==> config.mk <==
export PLATFORM = sky130hd
export DESIGN_NAME = pipe_mem_wb
export DESIGN_NICKNAME = d
export VERILOG_FILES = /design/src/rtl/pipe_pkg.sv /design/src/rtl/pipe_fwd_unit.sv /design/src/rtl/pipe_mem_wb.sv
export SDC_FILE = /design/constraint.sdc
export NUM_CORES = 1
export LEC_CHECK = 0
export ABC_CLOCK_PERIOD_IN_PS = 13190
export BUFFER_PORTS_ARGS = -buffer_cell sky130_fd_sc_hd__buf_2
export CAP_MARGIN = 20
export CORE_ASPECT_RATIO = 0.7
export CORE_UTILIZATION = 50
export CTS_CLUSTER_DIAMETER = 100
export CTS_CLUSTER_SIZE = 14
export DETAILED_ROUTE_END_ITERATION = 16
export PLACE_DENSITY_LB_ADDON = 0.08
export SKIP_CTS_REPAIR_TIMING = 1
export SYNTH_ARGS = -nofsm -noshare
export SYNTH_HDL_FRONTEND = slang
export SYNTH_SLANG_ARGS = --single-unit
==> constraint.sdc <==
create_clock -name clk -period 13.19 [get_ports clk]
set_input_delay 2.638 -clock clk [delete_from_list [all_inputs] [get_ports clk]]
set_output_delay 2.638 -clock clk [all_outputs]
set_load 0.1 [all_outputs]
==> src/rtl/pipe_pkg.sv <==
// pipe_pkg: shared types and constants for the back half of the 24-bit
// pipeline (memory and writeback stages).
//   DATA_W / REG_AW : datapath and register-address widths
//   PC_REG          : register index aliased to the PC, never forwarded
//   fwd_sel_t       : forwarding select encoding seen by the execute stage
//   m_state_t       : memory-stage handshake states
//   stage_t         : contents of a pipeline register between stages
package pipe_pkg;

  localparam int DATA_W = 24;
  localparam int REG_AW = 4;
  localparam logic [REG_AW-1:0] PC_REG = 4'd15;

  typedef enum logic [1:0] {
    FWD_RF = 2'b00,
    FWD_W  = 2'b01,
    FWD_M  = 2'b10
  } fwd_sel_t;

  typedef enum logic {
    M_IDLE = 1'b0,
    M_WAIT = 1'b1
  } m_state_t;

  typedef struct packed {
    logic              valid;
    logic [DATA_W-1:0] alu_result;
    logic [DATA_W-1:0] write_data;
    logic [REG_AW-1:0] wa3;
    logic              reg_write;
    logic              mem_to_reg;
    logic              mem_write;
    logic              pc_src;
  } stage_t;

  // A bubble carries no valid bit and no control bits.
  localparam stage_t STAGE_BUBBLE = '0;

  // True when a writer to 'wa' produces the register 'ra' is reading.
  // The PC alias is handled elsewhere, so it never counts as a hazard.
  function automatic logic raw_hit(input logic [REG_AW-1:0] wa,
                                   input logic [REG_AW-1:0] ra);
    return (wa == ra) && (ra != PC_REG);
  endfunction

endpackage

==> src/rtl/pipe_fwd_unit.sv <==
// pipe_fwd_unit: combinational forwarding-select and load-use stall logic.
// Configuration macro: PIPE_FWD_EN
//   defined   : M (ALU results only) and W results are forwarded, M first;
//               only a load in M whose result is needed raises a stall.
//   undefined : no forwarding; any RAW match against a valid M or W
//               writer raises a stall.
// Ports:
//   m_alu_wr, m_load_wr : M holds a valid register-writing ALU op / load
//   m_wa3               : destination register of the M instruction
//   w_wr, w_wa3         : W holds a valid register writer, and its target
//   ra1_e, ra2_e        : source registers of the instruction in E
//   fwd_a_e, fwd_b_e    : forwarding selects (fwd_sel_t encoding)
//   stall_load          : E/D must hold
module pipe_fwd_unit
  import pipe_pkg::*;
(
  input  logic              m_alu_wr,
  input  logic              m_load_wr,
  input  logic [REG_AW-1:0] m_wa3,
  input  logic              w_wr,
  input  logic [REG_AW-1:0] w_wa3,
  input  logic [REG_AW-1:0] ra1_e,
  input  logic [REG_AW-1:0] ra2_e,
  output logic [1:0]        fwd_a_e,
  output logic [1:0]        fwd_b_e,
  output logic              stall_load
);

  logic m_wr;
  logic m_hit_a, m_hit_b, w_hit_a, w_hit_b;

  assign m_wr    = m_alu_wr | m_load_wr;
  assign m_hit_a = m_wr & raw_hit(m_wa3, ra1_e);
  assign m_hit_b = m_wr & raw_hit(m_wa3, ra2_e);
  assign w_hit_a = w_wr & raw_hit(w_wa3, ra1_e);
  assign w_hit_b = w_wr & raw_hit(w_wa3, ra2_e);

`ifdef PIPE_FWD_EN
  fwd_sel_t sel_a, sel_b;

  // A load in M has no data yet, so it can only be taken from W later.
  always_comb begin
    sel_a = FWD_RF;
    sel_b = FWD_RF;
    if (m_alu_wr & raw_hit(m_wa3, ra1_e)) sel_a = FWD_M;
    else if (w_hit_a)                     sel_a = FWD_W;
    if (m_alu_wr & raw_hit(m_wa3, ra2_e)) sel_b = FWD_M;
    else if (w_hit_b)                     sel_b = FWD_W;
  end

  assign fwd_a_e    = sel_a;
  assign fwd_b_e    = sel_b;
  assign stall_load = m_load_wr & (m_hit_a | m_hit_b);
`else
  assign fwd_a_e    = FWD_RF;
  assign fwd_b_e    = FWD_RF;
  assign stall_load = m_hit_a | m_hit_b | w_hit_a | w_hit_b;
`endif

endmodule

==> src/rtl/pipe_mem_wb.sv <==
// pipe_mem_wb: Memory (M) and Writeback (W) stages of the 24-bit pipeline.
// Configuration macro: PIPE_FWD_EN (enables result forwarding; when
// undefined the forward selects/data are tied to 0 and hazards stall).
// Ports:
//   clk, rst                   : clock, asynchronous active-high reset
//   e_valid / e_ready          : E offers an instruction / M accepts it
//   flush                      : turn the accepted instruction into a bubble
//   alu_result_e .. ra2_e      : execute-stage results and control bits
//   mem_req/we/addr/wdata      : data-memory request, held until mem_ready
//   mem_ready, mem_rdata       : access completion and load data
//   rf_we3, rf_wa3, rf_wd3     : register-file write port
//   pc_src_w                   : branch / PC write retiring
//   fwd_a_e, fwd_b_e           : forwarding selects returned to E
//   fwd_m_data, fwd_w_data     : forwarded values
//   stall_load                 : hazard, E/D must hold
module pipe_mem_wb
  import pipe_pkg::*;
(
  input  logic              clk,
  input  logic              rst,
  input  logic              e_valid,
  output logic              e_ready,
  input  logic              flush,
  input  logic [DATA_W-1:0] alu_result_e,
  input  logic [DATA_W-1:0] write_data_e,
  input  logic [REG_AW-1:0] wa3_e,
  input  logic              reg_write_e,
  input  logic              mem_to_reg_e,
  input  logic              mem_write_e,
  input  logic              pc_src_e,
  input  logic [REG_AW-1:0] ra1_e,
  input  logic [REG_AW-1:0] ra2_e,
  output logic              mem_req,
  output logic              mem_we,
  output logic [DATA_W-1:0] mem_addr,
  output logic [DATA_W-1:0] mem_wdata,
  input  logic              mem_ready,
  input  logic [DATA_W-1:0] mem_rdata,
  output logic              rf_we3,
  output logic [REG_AW-1:0] rf_wa3,
  output logic [DATA_W-1:0] rf_wd3,
  output logic              pc_src_w,
  output logic [1:0]        fwd_a_e,
  output logic [1:0]        fwd_b_e,
  output logic [DATA_W-1:0] fwd_m_data,
  output logic [DATA_W-1:0] fwd_w_data,
  output logic              stall_load
);

  stage_t   m_reg, e_stage;
  m_state_t m_state_reg, m_state_next;
  logic     m_mem_op, m_done;

  logic              w_valid_reg, w_reg_write_reg, w_pc_src_reg;
  logic [REG_AW-1:0] w_wa3_reg;
  logic [DATA_W-1:0] w_wd_reg;

  assign m_mem_op = m_reg.valid & (m_reg.mem_to_reg | m_reg.mem_write);

  // Memory handshake. The first cycle of every access is spent in M_IDLE
  // raising the request, so a ready left over from a previous access can
  // never complete the next one.
  always_comb begin
    m_state_next = m_state_reg;
    m_done       = 1'b0;
    mem_req      = 1'b0;
    case (m_state_reg)
      M_IDLE: begin
        if (m_mem_op) begin
          mem_req      = 1'b1;
          m_state_next = M_WAIT;
        end else begin
          m_done = 1'b1;
        end
      end
      M_WAIT: begin
        mem_req = 1'b1;
        if (mem_ready) begin
          m_done       = 1'b1;
          m_state_next = M_IDLE;
        end
      end
      default: m_state_next = M_IDLE;
    endcase
  end

  always_ff @(posedge clk or posedge rst) begin
    if (rst) m_state_reg <= M_IDLE;
    else     m_state_reg <= m_state_next;
  end

  // Held low while reset is asserted so nothing is accepted during reset.
  assign e_ready = ~rst & (~m_reg.valid | m_done);

  always_comb begin
    e_stage            = STAGE_BUBBLE;
    e_stage.valid      = 1'b1;
    e_stage.alu_result = alu_result_e;
    e_stage.write_data = write_data_e;
    e_stage.wa3        = wa3_e;
    e_stage.reg_write  = reg_write_e;
    e_stage.mem_to_reg = mem_to_reg_e;
    e_stage.mem_write  = mem_write_e;
    e_stage.pc_src     = pc_src_e;
  end

  // M register: when M drains and nothing (or a flushed op) is offered,
  // it becomes a bubble; while M is busy, flush and E are ignored.
  always_ff @(posedge clk or posedge rst) begin
    if (rst) begin
      m_reg <= STAGE_BUBBLE;
    end else if (e_ready) begin
      if (e_valid && !flush) m_reg <= e_stage;
      else                   m_reg <= STAGE_BUBBLE;
    end
  end

  // W register: captures a finished M instruction, otherwise a zero bubble.
  always_ff @(posedge clk or posedge rst) begin
    if (rst) begin
      w_valid_reg     <= 1'b0;
      w_reg_write_reg <= 1'b0;
      w_pc_src_reg    <= 1'b0;
      w_wa3_reg       <= '0;
      w_wd_reg        <= '0;
    end else if (m_reg.valid && m_done) begin
      w_valid_reg     <= 1'b1;
      w_reg_write_reg <= m_reg.reg_write;
      w_pc_src_reg    <= m_reg.pc_src;
      w_wa3_reg       <= m_reg.wa3;
      w_wd_reg        <= m_reg.mem_to_reg ? mem_rdata : m_reg.alu_result;
    end else begin
      w_valid_reg     <= 1'b0;
      w_reg_write_reg <= 1'b0;
      w_pc_src_reg    <= 1'b0;
      w_wa3_reg       <= '0;
      w_wd_reg        <= '0;
    end
  end

  // Request fields come straight from M, which cannot change until the
  // access completes, so they stay stable for the whole request.
  assign mem_we    = mem_req & m_reg.mem_write;
  assign mem_addr  = mem_req ? m_reg.alu_result : '0;
  assign mem_wdata = mem_req ? m_reg.write_data : '0;

  assign rf_we3   = w_valid_reg & w_reg_write_reg;
  assign rf_wa3   = w_wa3_reg;
  assign rf_wd3   = w_wd_reg;
  assign pc_src_w = w_valid_reg & w_pc_src_reg;

  logic m_alu_wr, m_load_wr, w_wr;
  assign m_alu_wr  = m_reg.valid & m_reg.reg_write & ~m_reg.mem_to_reg;
  assign m_load_wr = m_reg.valid & m_reg.reg_write &  m_reg.mem_to_reg;
  assign w_wr      = w_valid_reg & w_reg_write_reg;

  pipe_fwd_unit u_fwd (
    .m_alu_wr   (m_alu_wr),
    .m_load_wr  (m_load_wr),
    .m_wa3      (m_reg.wa3),
    .w_wr       (w_wr),
    .w_wa3      (w_wa3_reg),
    .ra1_e      (ra1_e),
    .ra2_e      (ra2_e),
    .fwd_a_e    (fwd_a_e),
    .fwd_b_e    (fwd_b_e),
    .stall_load (stall_load)
  );

`ifdef PIPE_FWD_EN
  assign fwd_m_data = m_reg.alu_result;
  assign fwd_w_data = w_wd_reg;
`else
  assign fwd_m_data = '0;
  assign fwd_w_data = '0;
`endif

endmodule

# Word-level counts from Yosys, hierarchy flattened
# Cells that the tools add are included.
word_totals:
  ff_bits: 89
  output_inout_bits: 134
  elab_cells: 65
op_classes:
  eq_ne: 6
  n_mux: 16
  n_bitwise: 22
  reduce_logical: 7
op_table:
  columns: ["cell", "count"]
  rows:
  - ["24-bit 2-to-1 mux", 4]
  - ["57-bit 2-to-1 mux", 1]
  - ["4-bit equality test", 4]
  - ["1-bit AND", 12]
  - ["4-bit != test, second input constant", 2]
  - ["1-bit 2-to-1 mux", 7]
  - ["1-bit logical AND", 6]
  - ["1-bit OR", 6]
  - ["1-bit case mux with 2 select lines", 3]
  - ["4-bit 2-to-1 mux", 1]
  - ["1-bit inverter", 4]
  - ["1-bit logical NOT", 1]

# Depth between registers and ports, before layout
depth:
  ltp_word: 7
  depth_mapped: 7
  mapped_depth_nobuf: 5

# Hierarchy
# From an unflattened synthesis, not the netlist that was laid out.
unflattened:
  hier_cells: 445
  hier_area_um2: 4729.5
modules_own_cells:
  columns: ["mod", "n_inst", "cells_each", "area_each_um2"]
  rows:
  - ["pipe_mem_wb", 1, 406, 4478.0]
  - ["pipe_fwd_unit", 1, 39, 251.5]

# Worst setup path before layout
# No wires, ideal clock.
synth_timing:
  path_type: "input -> output"
  from: "input port rst"
  to: "output port e_ready"
  t_arrival_ns: 5.802
  setup_slack_ns: 4.750
  stages: 5
  n_path_buf: 2
  path_cell_list: "inv_1 > o31ai_4 > buf_6 > buf_6 > inv_1"
synth_between:
  elab_chain_len: 2
synth_lines:
  columns: ["element", "line", "source"]
  rows:
  - ["from (decl)", "pipe_mem_wb.sv:20", "input logic rst,"]
  - ["1-bit inverter", "pipe_mem_wb.sv:93", "assign e_ready = ~rst & (~m_reg.valid | m_done);"]
  - ["1-bit AND", "pipe_mem_wb.sv:93", null]
  - ["to (decl)", "pipe_mem_wb.sv:22", "output logic e_ready,"]
# No other way between the ends.

# Worst setup path in the final report
layout_timing:
  from: "input port ra2_e[2]"
  to: "output port stall_load"
layout_between:
  elab_chain_len: 6
  elab_cells_between_ends: 10
layout_lines:
  columns: ["element", "line", "source"]
  rows:
  - ["from (decl)", "pipe_mem_wb.sv:32", "input logic [REG_AW-1:0] ra2_e,"]
  - ["4-bit equality test / 4-bit != test (equally long branches)", "pipe_pkg.sv:43", "return (wa == ra) && (ra != PC_REG);"]
  - ["1-bit logical AND", "pipe_pkg.sv:43", null]
  - ["1-bit AND", "pipe_fwd_unit.sv:34", "assign m_hit_b = m_wr & raw_hit(m_wa3, ra2_e);"]
  - ["1-bit OR (2 in series)", "pipe_fwd_unit.sv:57", "assign stall_load = m_hit_a | m_hit_b | w_hit_a | w_hit_b;"]
  - ["1-bit OR (*)", "pipe_fwd_unit.sv:57", null]
  - ["to (decl)", "pipe_mem_wb.sv:47", "output logic stall_load"]
# Mark *: on every way between the ends. The rest lies on a longest branch, timed or not.

==> flow_summary.toml <==
[run_status]
status = "completed"

[detailed_routing]
routed_wl_um = 10200
viasPerCell = 4.569
ant_nets = 0
vias = 3555
drtIter0Drc = 205
drc_errors = 0
firstDrtPassIters = 4
wl_per_cell_um = 13.11

[yosys]
synth-main-ff-cell = "dfrtp_1"
synth_area_leaders = "dfrtp_1 (49%), nand2_1 (9.8%), buf_4 (8.6%), nor2b_1 (7.1%), o21ai_0 (5.9%)"
yosysUniqueCellTypes = 24
yosysWarnings = 0
synth_edf_count = 0
ys_async_sr_fraction = 1.000
yosysTopAreaCellShare = 0.4932
syn_area_um2 = 4516
synth_area_per_cell_um2 = 9.159
yosys.area.top_type = "dfrtp_1"
post-synth-top-count-cell = "nand2_1"
netlist_top_cells_count = "nand2_1 (118), dfrtp_1 (89), o21ai_0 (53)"
syn_inst = 493
yosys_register_bits = 89
seq_area_frac_synth = 0.4932

[clock_tree]
cts.sinks = 89
root_buffer = "clkbuf_16"
htree_levels = 3
clockBufferDepth = 2
clk_latency_ps = 330
cts_tree = "built"
numCtsBuffers = 9
cts.reportedPaths.clkPinSlew_ps = 60

[job]
cap_violations = 0

[power_and_ir_drop]
cellLeakagePower_nw = 2.906
pwr-share-seq = 0.382
p_sw_w = 0.0003061
switching_share = 0.3857
powerDensity_nw_per_um2 = 143.4
ir_drop_mv = 0.07175
p_clk_frac = 0.334
comb_power_share = 0.285
intPower_w = 0.0004875

[final_layout]
multi_input_area_um2 = 1894
largest_reg_flops = 57
n_antenna_cell = 0
area_growth_pct = 22.53
drive_gt1_frac = 0.3085
seqCellArea_um2 = 2227
fillers = 793
fin_nets = 746

[global_routing]
grt_pass1_wl_um = 15980
use_met1 = 0.2965
antenna_found_initial = 0
grt_use_total = 0.2217
grt_pass1_vias = 3322
met3_usage = 0.05978
grtUsageMet2 = 0.3551
grt_max_degree = 114
grt_overflow = 0
top_usage_layer = "met2"

[floorplanning]
num_io_pins = 227
fp.dieW_um = 115.6
die_h_um = 81.51
core_region_area_um2 = 8618
initial_core_util = 0.5240
row_count = 28
die_area_um2 = 9421

[critical_path]
crit_path_max_fanout = 3
crit_type = "input port to primary output"
arrival_ps = 3940
slowest_delay_ps = 420
path_cells = "buf_2 > xor2_1 > nor4_1 > o21ai_0 > nand4_1 > buf_2"
start_kind = "input port"
cp_slowest_cell = "buf_2"
crit_top_cell = "buf_2"
crit_required_ps = 10550
worstSetupEndpointType = "primary output"

[placement]
place.gp.congestion = 0.7880
io_buffer_count = 174
dp_hpwl_um = 7016

[timing]
max_freq_mhz = 151.9
final.setup_skew_ps = 9.363
final_max_slew_viol_count = 0
worst_pin_slew_ps = 945.0
rsz0062_at_grt = "false"
setup_viol = 0
hold_slack_ps = 470.4
period_share = 0.4990
finalHoldViolCount = 0
setup_tns_ps = 0
max-slew-margin-rel = 0.3700
layout_min_cycle_time_ps = 6581

[min_path]
min_path_type = "flop to flop"
## metrics by stage
step | cells | power, W | util | setup slack (ps) | area (um2)
final | 778 | 0.0007936 | 0.6420 | 6609 | 5533
after global routing | 778 | 0.0008287 | 0.6420 | 6497 | 5533
after CTS | 778 | 0.0008006 | 0.6420 | 6616 | 5533
after detailed placement | 762 | 0.0005347 | 0.6054 | 6623 | 5218
after global placement | 761 | 0.0005297 | 0.6031 | 6680 | 5197
after floorplan | 544 | 0.0005099 | - | 4750 | 4707
## cells in the final DEF (no fill, tap or decap), drive strengths merged
cell      netlist  routed
xor2           12      12
clkinv          0       1
or2             1       1
o21ai          61      61
bufinv          0       1
and2            7       7
nor3            1       1
inv             6       7
clkinvlp        0       2
clkbuf         16      11
nor2           29      29
mux2            1       1
conb            1      52
a31oi           4       4
nor4            4       4
buf            65     179
nand4           1       1
dfrtp          89      89
mux2i          25      25
nor2b          51      51
o31ai           1       1
nand2         118     118
## critical path: cells and delay by family
family                 cells  cell delay, ps
AO/OA/AOI/OAI              1             160
XOR/XNOR                   1             150
buffers and inverters      2             540
AND/OR/NAND/NOR            2             440
## cell type report
| class | count | share of cell area |
|---|---|---|
| sequential | 89 | 0.4025 |
| multi-input combinational | 368 | 0.3424 |
| timing repair buffer | 179 | 0.1664 |
| clock buffer | 11 | 0.04568 |
| tap | 120 | 0.02714 |
| clock inverter | 5 | 0.01131 |
| inverter | 6 | 0.004523 |
## power by group through the flow
stage               clock [W]  combinational, W  sequential, W
finish               0.000265          0.000226       0.000303
global route         0.000284          0.000239       0.000305
CTS                  0.000271          0.000227       0.000303
detailed placement          0          0.000227       0.000308
global placement            0          0.000223       0.000307
floorplan                   0          0.000177       0.000333
## cells by family (layout without fill, tap and decap cells)
logic type | Yosys count | count (layout) | share of synthesized area
simple gates | 212 | 212 | 0.2131
flops | 89 | 89 | 0.4932
mux | 26 | 26 | 0.05791
other cells | 1 | 52 | 0.0008305
xor+xnor | 12 | 12 | 0.02327
compound gates | 66 | 66 | 0.07869
buf+inv | 87 | 201 | 0.1330
## per-layer routing
layer | routed length, um | vias to the layer above
met2 | 4713 | 144
met4 | 137 | 0
met5 | 0 | -
met1 | 4623 | 1614
met3 | 727 | 15
li1 | - | 1782
## worst paths after layout
path,end,cells after the start,from,slack (ps)
setup / recovery,stall_load,6,ra2_e[2],6610
hold / removal,m_reg[9],2,m_reg[9],470
setup reg to reg,m_reg[56],5,m_reg[2],10750
hold reg to reg,m_reg[9],2,m_reg[9],470
max in group asynchronous,m_reg[14],3,rst,9830
min in group asynchronous,m_reg[53],2,rst,2370
No activity file was read; power rests on OpenSTA's default activity.
